===== config.mk =====
export PLATFORM = sky130hd
export DESIGN_NAME = aes_key_schedule
export DESIGN_NICKNAME = d
export VERILOG_FILES = /design/src/rtl/aes_pkg.sv /design/src/rtl/sub_word.sv /design/src/rtl/aes_key_schedule.sv
export SDC_FILE = /design/constraint.sdc
export NUM_CORES = 2
export LEC_CHECK = 0
export ABC_CLOCK_PERIOD_IN_PS = 9700
export BUFFER_PORTS_ARGS = -buffer_cell sky130_fd_sc_hd__buf_2
export CORE_MARGIN = 10
export CORE_UTILIZATION = 40
export CTS_CLUSTER_SIZE = 25
export DETAILED_ROUTE_END_ITERATION = 12
export PLACE_DENSITY = 0.54
export SYNTH_ARGS = -nofsm -noshare
export SYNTH_HDL_FRONTEND = slang
export SYNTH_HIERARCHICAL = 1
export SYNTH_SLANG_ARGS = --single-unit

===== constraint.sdc =====
create_clock -name clk -period 9.7 [get_ports clk]
set_clock_uncertainty 0.2 [all_clocks]
set_input_delay 0.485 -clock clk [delete_from_list [all_inputs] [get_ports clk]]
set_output_delay 0.485 -clock clk [all_outputs]
set_load 0.05 [all_outputs]

===== src/rtl/aes_pkg.sv =====
// Shared AES key-schedule definitions: S-box, GF(2^8) doubling, FSM states.
package aes_pkg;

  localparam int KEY_BITS_128 = 128;
  localparam int KEY_BITS_192 = 192;
  localparam int KEY_BITS_256 = 256;

  localparam logic [7:0] RCON_INIT = 8'h01;

  typedef enum logic [1:0] {IDLE, EXPAND, DONE} ks_state_e;

  // Entry 0 sits in the top byte so the table reads in natural order.
  localparam logic [2047:0] SBOX_FLAT = {
    128'h637c777bf26b6fc53001672bfed7ab76,
    128'hca82c97dfa5947f0add4a2af9ca472c0,
    128'hb7fd9326363ff7cc34a5e5f171d83115,
    128'h04c723c31896059a071280e2eb27b275,
    128'h09832c1a1b6e5aa0523bd6b329e32f84,
    128'h53d100ed20fcb15b6acbbe394a4c58cf,
    128'hd0efaafb434d338545f9027f503c9fa8,
    128'h51a3408f929d38f5bcb6da2110fff3d2,
    128'hcd0c13ec5f974417c4a77e3d645d1973,
    128'h60814fdc222a908846eeb814de5e0bdb,
    128'he0323a0a4906245cc2d3ac629195e479,
    128'he7c8376d8dd54ea96c56f4ea657aae08,
    128'hba78252e1ca6b4c6e8dd741f4bbd8b8a,
    128'h703eb5664803f60e613557b986c11d9e,
    128'he1f8981169d98e949b1e87e9ce5528df,
    128'h8ca1890dbfe6426841992d0fb054bb16
  };

  function automatic logic [7:0] sbox(input logic [7:0] x);
    logic [10:0] idx;
    idx = ~{x, 3'b000};
    return SBOX_FLAT[idx -: 8];
  endfunction

  function automatic logic [7:0] xtime(input logic [7:0] b);
    return {b[6:0], 1'b0} ^ (b[7] ? 8'h1b : 8'h00);
  endfunction

endpackage


===== src/rtl/sub_word.sv =====
// Combinational SubWord: S-box applied to each byte of a 32-bit word.
module sub_word import aes_pkg::*; (
  input  logic [31:0] word_i,
  output logic [31:0] word_o
);

  assign word_o = {sbox(word_i[31:24]), sbox(word_i[23:16]),
                   sbox(word_i[15:8]),  sbox(word_i[7:0])};

endmodule


===== src/rtl/aes_key_schedule.sv =====
// Sequential AES key expansion, one word per clock, with a buffered
// round-key read port.
module aes_key_schedule import aes_pkg::*; #(
  parameter int KEY_BITS = 128
) (
  input  logic                clk,
  input  logic                reset,
  input  logic                start,
  input  logic [KEY_BITS-1:0] key_in,
  output logic                busy,
  output logic                done,
  input  logic                rd_en,
  input  logic [3:0]          rd_round,
  output logic [127:0]        rd_key,
  output logic                rd_valid
);

  localparam int NK          = KEY_BITS / 32;
  localparam int NR          = NK + 6;
  localparam int TOTAL_WORDS = 4 * (NR + 1);

  if (KEY_BITS != KEY_BITS_128 && KEY_BITS != KEY_BITS_192 &&
      KEY_BITS != KEY_BITS_256) begin : g_bad_key_bits
    $error("aes_key_schedule: KEY_BITS must be 128, 192 or 256");
  end

  ks_state_e   state_q, state_d;
  logic [5:0]  idx_q, idx_d;
  logic [2:0]  kpos_q, kpos_d;
  logic [7:0]  rcon_q, rcon_d;
  logic [31:0] w_q [TOTAL_WORDS];

  logic        start_acc, wr_en, rot;
  logic [31:0] prev_w, sub_in, sub_out, temp, new_w;

  assign start_acc = start && (state_q != EXPAND);
  assign busy      = (state_q == EXPAND);
  assign done      = (state_q == DONE);

  // kpos tracks i mod NK so the 192-bit case avoids a divider.
  assign prev_w = w_q[idx_q - 6'd1];
  assign rot    = (kpos_q == 3'd0);
  assign sub_in = rot ? {prev_w[23:0], prev_w[31:24]} : prev_w;

  sub_word u_sub_word (
    .word_i (sub_in),
    .word_o (sub_out)
  );

  always_comb begin
    temp = prev_w;
    if (rot)                             temp = sub_out ^ {rcon_q, 24'h0};
    else if (NK == 8 && kpos_q == 3'd4)  temp = sub_out;
  end

  assign new_w = w_q[idx_q - 6'(NK)] ^ temp;

  always_comb begin
    state_d = state_q;
    idx_d   = idx_q;
    kpos_d  = kpos_q;
    rcon_d  = rcon_q;
    wr_en   = 1'b0;
    case (state_q)
      IDLE, DONE: begin
        if (start) begin
          state_d = EXPAND;
          idx_d   = 6'(NK);
          kpos_d  = 3'd0;
          rcon_d  = RCON_INIT;
        end
      end
      EXPAND: begin
        wr_en  = 1'b1;
        idx_d  = idx_q + 6'd1;
        kpos_d = (kpos_q == 3'(NK - 1)) ? 3'd0 : kpos_q + 3'd1;
        if (rot) rcon_d = xtime(rcon_q);
        if (idx_q == 6'(TOTAL_WORDS - 1)) state_d = DONE;
      end
      default: state_d = IDLE;
    endcase
  end

  always_ff @(posedge clk) begin
    if (!reset) begin
      state_q <= IDLE;
      idx_q   <= '0;
      kpos_q  <= '0;
      rcon_q  <= RCON_INIT;
    end else begin
      state_q <= state_d;
      idx_q   <= idx_d;
      kpos_q  <= kpos_d;
      rcon_q  <= rcon_d;
    end
  end

  // Buffer is deliberately not cleared by reset; only writes are gated.
  always_ff @(posedge clk) begin
    if (reset) begin
      if (start_acc) begin
        for (int j = 0; j < NK; j++) w_q[j] <= key_in[KEY_BITS-1-32*j -: 32];
      end else if (wr_en) begin
        w_q[idx_q] <= new_w;
      end
    end
  end

  logic       rd_ok;
  logic [3:0] rd_r;
  logic [5:0] rd_base;
  logic [127:0] rd_key_q;
  logic         rd_valid_q;

  // A restart on the same edge wins over a read of the old schedule.
  assign rd_ok   = (state_q == DONE) && (rd_round <= 4'(NR)) && !start_acc;
  assign rd_r    = rd_ok ? rd_round : 4'd0;
  assign rd_base = {rd_r, 2'b00};

  always_ff @(posedge clk) begin
    if (!reset) begin
      rd_key_q   <= '0;
      rd_valid_q <= 1'b0;
    end else begin
      rd_valid_q <= rd_en && rd_ok;
      if (rd_en)
        rd_key_q <= rd_ok ? {w_q[rd_base], w_q[rd_base + 6'd1],
                             w_q[rd_base + 6'd2], w_q[rd_base + 6'd3]} : '0;
    end
  end

  assign rd_key   = rd_key_q;
  assign rd_valid = rd_valid_q;

endmodule


* Yosys cells after proc, flatten, opt, wreduce, memory -nomap -nowiden
Memory sizes are Yosys's and may differ from the RTL's.
Cells that the tools add are included.
W data, S select, Z words.
** Storage, ports and cells
- Bits in registers :: 148
- Memory bits (writable) :: 1408
- Memories :: 1
** Cells by class
- Add/sub/neg operators :: 7
- Magnitude comparators :: 1
- Equality and inequality tests :: 8
- Shifts and indexed selects :: 4
- Muxes and demuxes :: 27
- Bitwise logic cells :: 7
- Reduce and logical (&&, ||, !) cells :: 13
** Memory list
- w_q :: depth 44, bits a word 32, rd ports 6, clocked after memory_dff 0, wr ports 4, RTL line aes_key_schedule.sv:31 : logic [31:0] w_q [TOTAL_WORDS];
** Operators with widths (count)
- $shiftx A2055 B12 Y8 const A :: 4
- $mux W128 :: 1
- $mux W32 :: 3
- $xor A32 B32 Y32 :: 2
- $not A11 Y11 :: 4
- $reduce_or A32 Y1 :: 1
- $mux W8 :: 2
- $pmux W8 S2 :: 1
- $add A6 B1 Y6 const B :: 2
- $add A6 B2 Y6 const B :: 2
- $mux W6 :: 2
- $pmux W6 S2 :: 1
- $mux W1 :: 9
- $xor A8 B5 Y8 :: 1
- $eq A6 B6 Y1 const B :: 1
- $mux W3 :: 2
- $ne A2 B1 Y1 const B :: 3
- $pmux W3 S2 :: 1
- $sub A6 B1 Y6 const B :: 1
- $sub A6 B3 Y6 const B :: 1
- $mux W5 :: 1
- $le A4 B4 Y1 const B :: 1
- $logic_and A1 B1 Y1 :: 4
- $mux W2 :: 2
- 14 further kinds :: 15

* Depth between registers and ports, before layout
An unclocked memory read counts as a cell.
- Depth after elaboration :: 9
- Mapped depth :: 33
- Depth with buffers taken out :: 22

* Modules after synthesis
The synthesis kept the hierarchy.
** By module, submodules not included
- aes_key_schedule :: times used 1, cells an instance 6607, area an instance 85648.4 um2, sequential area each 45243.4 um2
- sub_word :: times used 1, cells an instance 2139, area an instance 13306.5 um2, sequential area each 0.0 um2

* Least setup slack after synthesis
No wires, ideal clock.
- Path type :: reg-to-reg
- Start point :: reg idx_q[1]
- End point :: mem w_q[0][18] (data pin)
- Library setup time :: 142 ps
- Data arrival time :: 7779 ps
- Required time :: 9358 ps
- Path slack :: 1579 ps
- Cell stages (with the launch flop) :: 32
- Buffers on the path :: 11
- Clock period less this slack :: 8121 ps
- Cells stage by stage :: dfxtp_1 -> buf_4 -> buf_6 -> inv_2 -> buf_2 -> buf_2 -> buf_1 -> ha_1 -> buf_2 -> buf_2 -> clkbuf_1 -> mux4_2 -> nand2_1 -> nand3_1 -> nand4_1 -> mux2_2 -> mux2i_1 -> buf_2 -> clkbuf_1 -> inv_1 -> ha_1 -> and2_1 -> buf_6 -> or2_0 -> mux4_2 -> a21oi_1 -> a221oi_1 -> a311o_1 -> nand2_1 -> o221ai_1 -> xnor2_1 -> mux2_2
** RTL lines
- from (decl) :: RTL line aes_key_schedule.sv:28 : logic [5:0] idx_q, idx_d;
- from (signal assigned) :: RTL line aes_key_schedule.sv:92 : idx_q <= idx_d;
- to (decl) :: RTL line aes_key_schedule.sv:31

==> flow_summary_export.csv <==
group,metric,value,unit
outcome,status,"finished with violations",
outcome,violations,"capacitance limit, slew limit",
finish,area_growth,13.4,%
timing,drv_slew,1,
worst_setup_path,cp_max_fo,40,
worst_setup_path,end_kind,"flop",
timing,fin_tns_setup,0,ns
synth,synthesis.nets,8949,
synth,synth_edf_count,1408,
flow_run,max-cap-violations,2,
floorplanning,pin_count,267,
timing,max_freq,0.115,GHz
pwr,leakagePower,37.8,nW
finish,regArea,45300,um^2
timing,hold_violations,0,
worst_setup_path,crit_buf_inv,7,
synth,netlist_top_cells_area,"edfxtp_1 (43%), mux4_2 (10%), mux2i_1 (4.4%)",
finish,multi_input_area,50400,um^2
synth,syn-cell-area,99000,um^2
worst_setup_path,path_cells,"inv_2, buf_4, nand3_2, xnor2_4, buf_4, buf_4, mux2_2, mux2i_2, inv_1, ha_1, nor2b_1, o21ai_0, o31ai_1, mux4_2, mux4_2, nand2_1, o221ai_1, xor2_1, inv_1, buf_4",
worst_setup_path,start_kind,"flop",
floorplanning,start_util,40.2,%
finish,layout_commonest_cell,"edfxtp_1",
route,ant_nets,0,
route,vias,90025,
synth,ys_ff_latch,1556,
finish,mostFrequentLayoutCells,"edfxtp_1 (1408), nand2_1 (830), a21oi_1 (530), mux4_2 (457), a211oi_1 (445)",
synth,ys_warn_count,6,
floorplanning,fp.dieH,517,um
clock_tree,cts_root_buf,"clkbuf_16",
floorplanning,die_w,517,um
floorplanning,fp.coreArea,246000,um^2
finish,drive_above_1_share,22.1,%
synth,synth_top_family_by_area,"compound AO/OA/AOI/OAI gates",
min_path,min_from,"rd_round[3]",
floorplanning,dieArea,268000,um^2
global_routing,grt_max_degree,147,
synth,synthXorXnorAreaFrac,0.555,%
timing,setup_viol,0,
timing,tightest_slew,1.49,ns
worst_setup_path,crit_family,"buffers and inverters",
global_routing,antenna_found_initial,29,
synth,seq_area_frac_synth,45.7,%
timing,slew_headroom,-0.263,%
synth,netlist_instances,8746,
synth,synth_ff_type,"edfxtp_1",
synth,syn_avg_cell_area,11.3,um^2
route,wire_per_inst,41.5,um
clock_tree,cts_tree,"built",
clock_tree,post_cts_buffers,0,
route,first_pass_iters,7,
global_routing,grt_pass1_wl,696,mm
worst_setup_path,cp.arrival,9.07,ns
placed_design,io_buffers,266,
timing,fin_crit_sh,89.9,%
global_routing,grt_pass1_vias,85080,
min_path,hp-class,"in2reg",
synth,synth-simple-area-share,9.55,%
synth,synth_adder_area_share,0.847,%
finish,fin_nets,9017,
worst_setup_path,regToRegSetupSlack,0.98,ns
synth,synth_compound_area_share,20.0,%
floorplanning,row_count,182,
worst_setup_path,critPathRequiredTime,10.05,ns
placed_design,dp_hpwl,337,mm
worst_setup_path,r2r_start,"idx_q[0]$_SDFFE_PN0P_",
clock_tree,path_clk_slew,0.06,ns
route,drtIter0Drc,16419,
clock_tree,htreeDepth,4,
worst_setup_path,critPathKind,"reg2reg",
worst_setup_path,max_stage_delay,0.98,ns
pwr,ir_drop,0.199,mV
synth,yosysTopAreaCell,"edfxtp_1",
synth,synth_mux_area_share,18.7,%
timing,final.min_clock_period,8.72,ns
clock_tree,cts_made_buffers,179,
route,via_per_inst,7.32,
synth,synthDistinctLibCells,106,
global_routing,grtUsageTotal,36.5,%
global_routing,grt_overflow,0,
placed_design,gp_congestion,0.992,
synth,synth-async-reset-ratio,0,%
clock_tree,insertion_delay,0.89,ns
clock_tree,cts.sinks,1556,
timing,worst_slack,0.983,ns
clock_tree,cts_max_path_buffers,3,
worst_setup_path,critPathLaunch,"idx_q[0]$_SDFFE_PN0P_",
placed_design,place_ws,1.45,ns
worst_setup_path,crit_top_cell,"buf_4",
pwr,powerDensity,252,nW/um^2
finish,fill_cells,22496,
timing,rsz0062_at_grt,"no",
worst_setup_path,cp_slowest_cell,"xnor2_4",
route,drt_wl_total,510,mm
route,drcViolationCount,0,
synth,yosys.area.top_type_share,42.7,%
==> layout make-up <==
type | instances | share of cell area (%)
sequential | 1556 | 40.3
clock inverter | 102 | 0.876
clock buffer | 228 | 4.34
inverter | 51 | 0.175
tap | 3312 | 3.69
antenna | 19 | 0.0424
timing repair buffer | 829 | 5.60
multi-input combinational | 6197 | 44.9
==> synth_stat cells (50+ instances only) <==
cell type and instances:
mux2i_1 436, nand2_1 839, o22ai_1 197, nand2b_1 108
nor3_1 98, nand3_1 259, buf_4 74, buf_2 240
o211ai_1 77, a31oi_1 61, edfxtp_1 1408, nor2b_1 215
dfxtp_1 148, mux2_2 330, o21a_1 145, clkbuf_1 532
a211oi_1 459, o311ai_0 50, o21ai_0 399, a221oi_1 348
a21oi_1 530, o221ai_1 187, nor2_1 279, mux4_2 457
ha_1 67, buf_1 59
==> timing repair <==
item                                   4_1_cts  5_1_grt
endpoints found under the hold margin      136        0
hold buffers                               128        0
gates resized for setup                      0        0
setup endpoints to repair                    0        0
==> stage by stage <==
step	hold WS (ns)	std cells	util [%]	cell area [um^2]	power, W
final	0.0565	12294	45.6	112000	0.0282
after global routing	0.0550	12278	45.6	112000	0.0290
after CTS	0.00902	12275	45.5	112000	0.0277
after detailed placement	0.288	11817	42.7	105000	0.0209
after global placement	0.266	11817	42.7	105000	0.0209
after floorplan	0.240	8746	-	99000	0.0161
==> worst paths after layout <==
check                        endpoint  cells after the start
max reg2reg     w_q[39][23]$_DFFE_PP_                     20
min reg2reg    kpos_q[0]$_SDFFE_PN0P_                      2
min          rd_key[127]$_SDFFE_PN0P_                      3
max             w_q[39][23]$_DFFE_PP_                     20
==> registers in the layout, indices dropped and copies added (netlist names) <==
name,flops
kpos_q,3
rd_valid,1
w_q,1408
rcon_q,8
idx_q,6
state_q,2
rd_key,128
==> cells by family after synthesis <==
kind of cell,after synthesis
AO/OA/AOI/OAI,2827
XOR/XNOR,61
adder cells (fa/ha/maj),67
buffers and inverters,993
flip-flops,1556
multiplexers,1232
AND/OR/NAND/NOR,2010
==> per-layer routing <==
metal	share of wire, %	vias to the layer above	global-route usage [%]
met5	0.016	-	0
met3	13	1884	11.3
met2	42	7940	52.2
met4	9.0	14	26.5
li1	-	35353	-
met1	36	44834	46.7
==> report_power, final <==
group	switching, W	leakage, nW	internal [W]
combinational	0.00851	21.1	0.00341
sequential	0.0000602	13.9	0.00932
clock	0.00299	2.86	0.00395
==> worst reg2reg max path, delay by kind of cell, from the launching register on <==
family | cells | cell delay, ns
compound gates | 3 | 1.04
xor+xnor | 2 | 1.51
fa+ha+maj | 1 | 0.71
buf+inv | 7 | 1.91
flops | 1 | 0.48
mux | 4 | 1.85
simple gates | 3 | 0.68
Note: power is estimated with default switching activity, not from simulation.
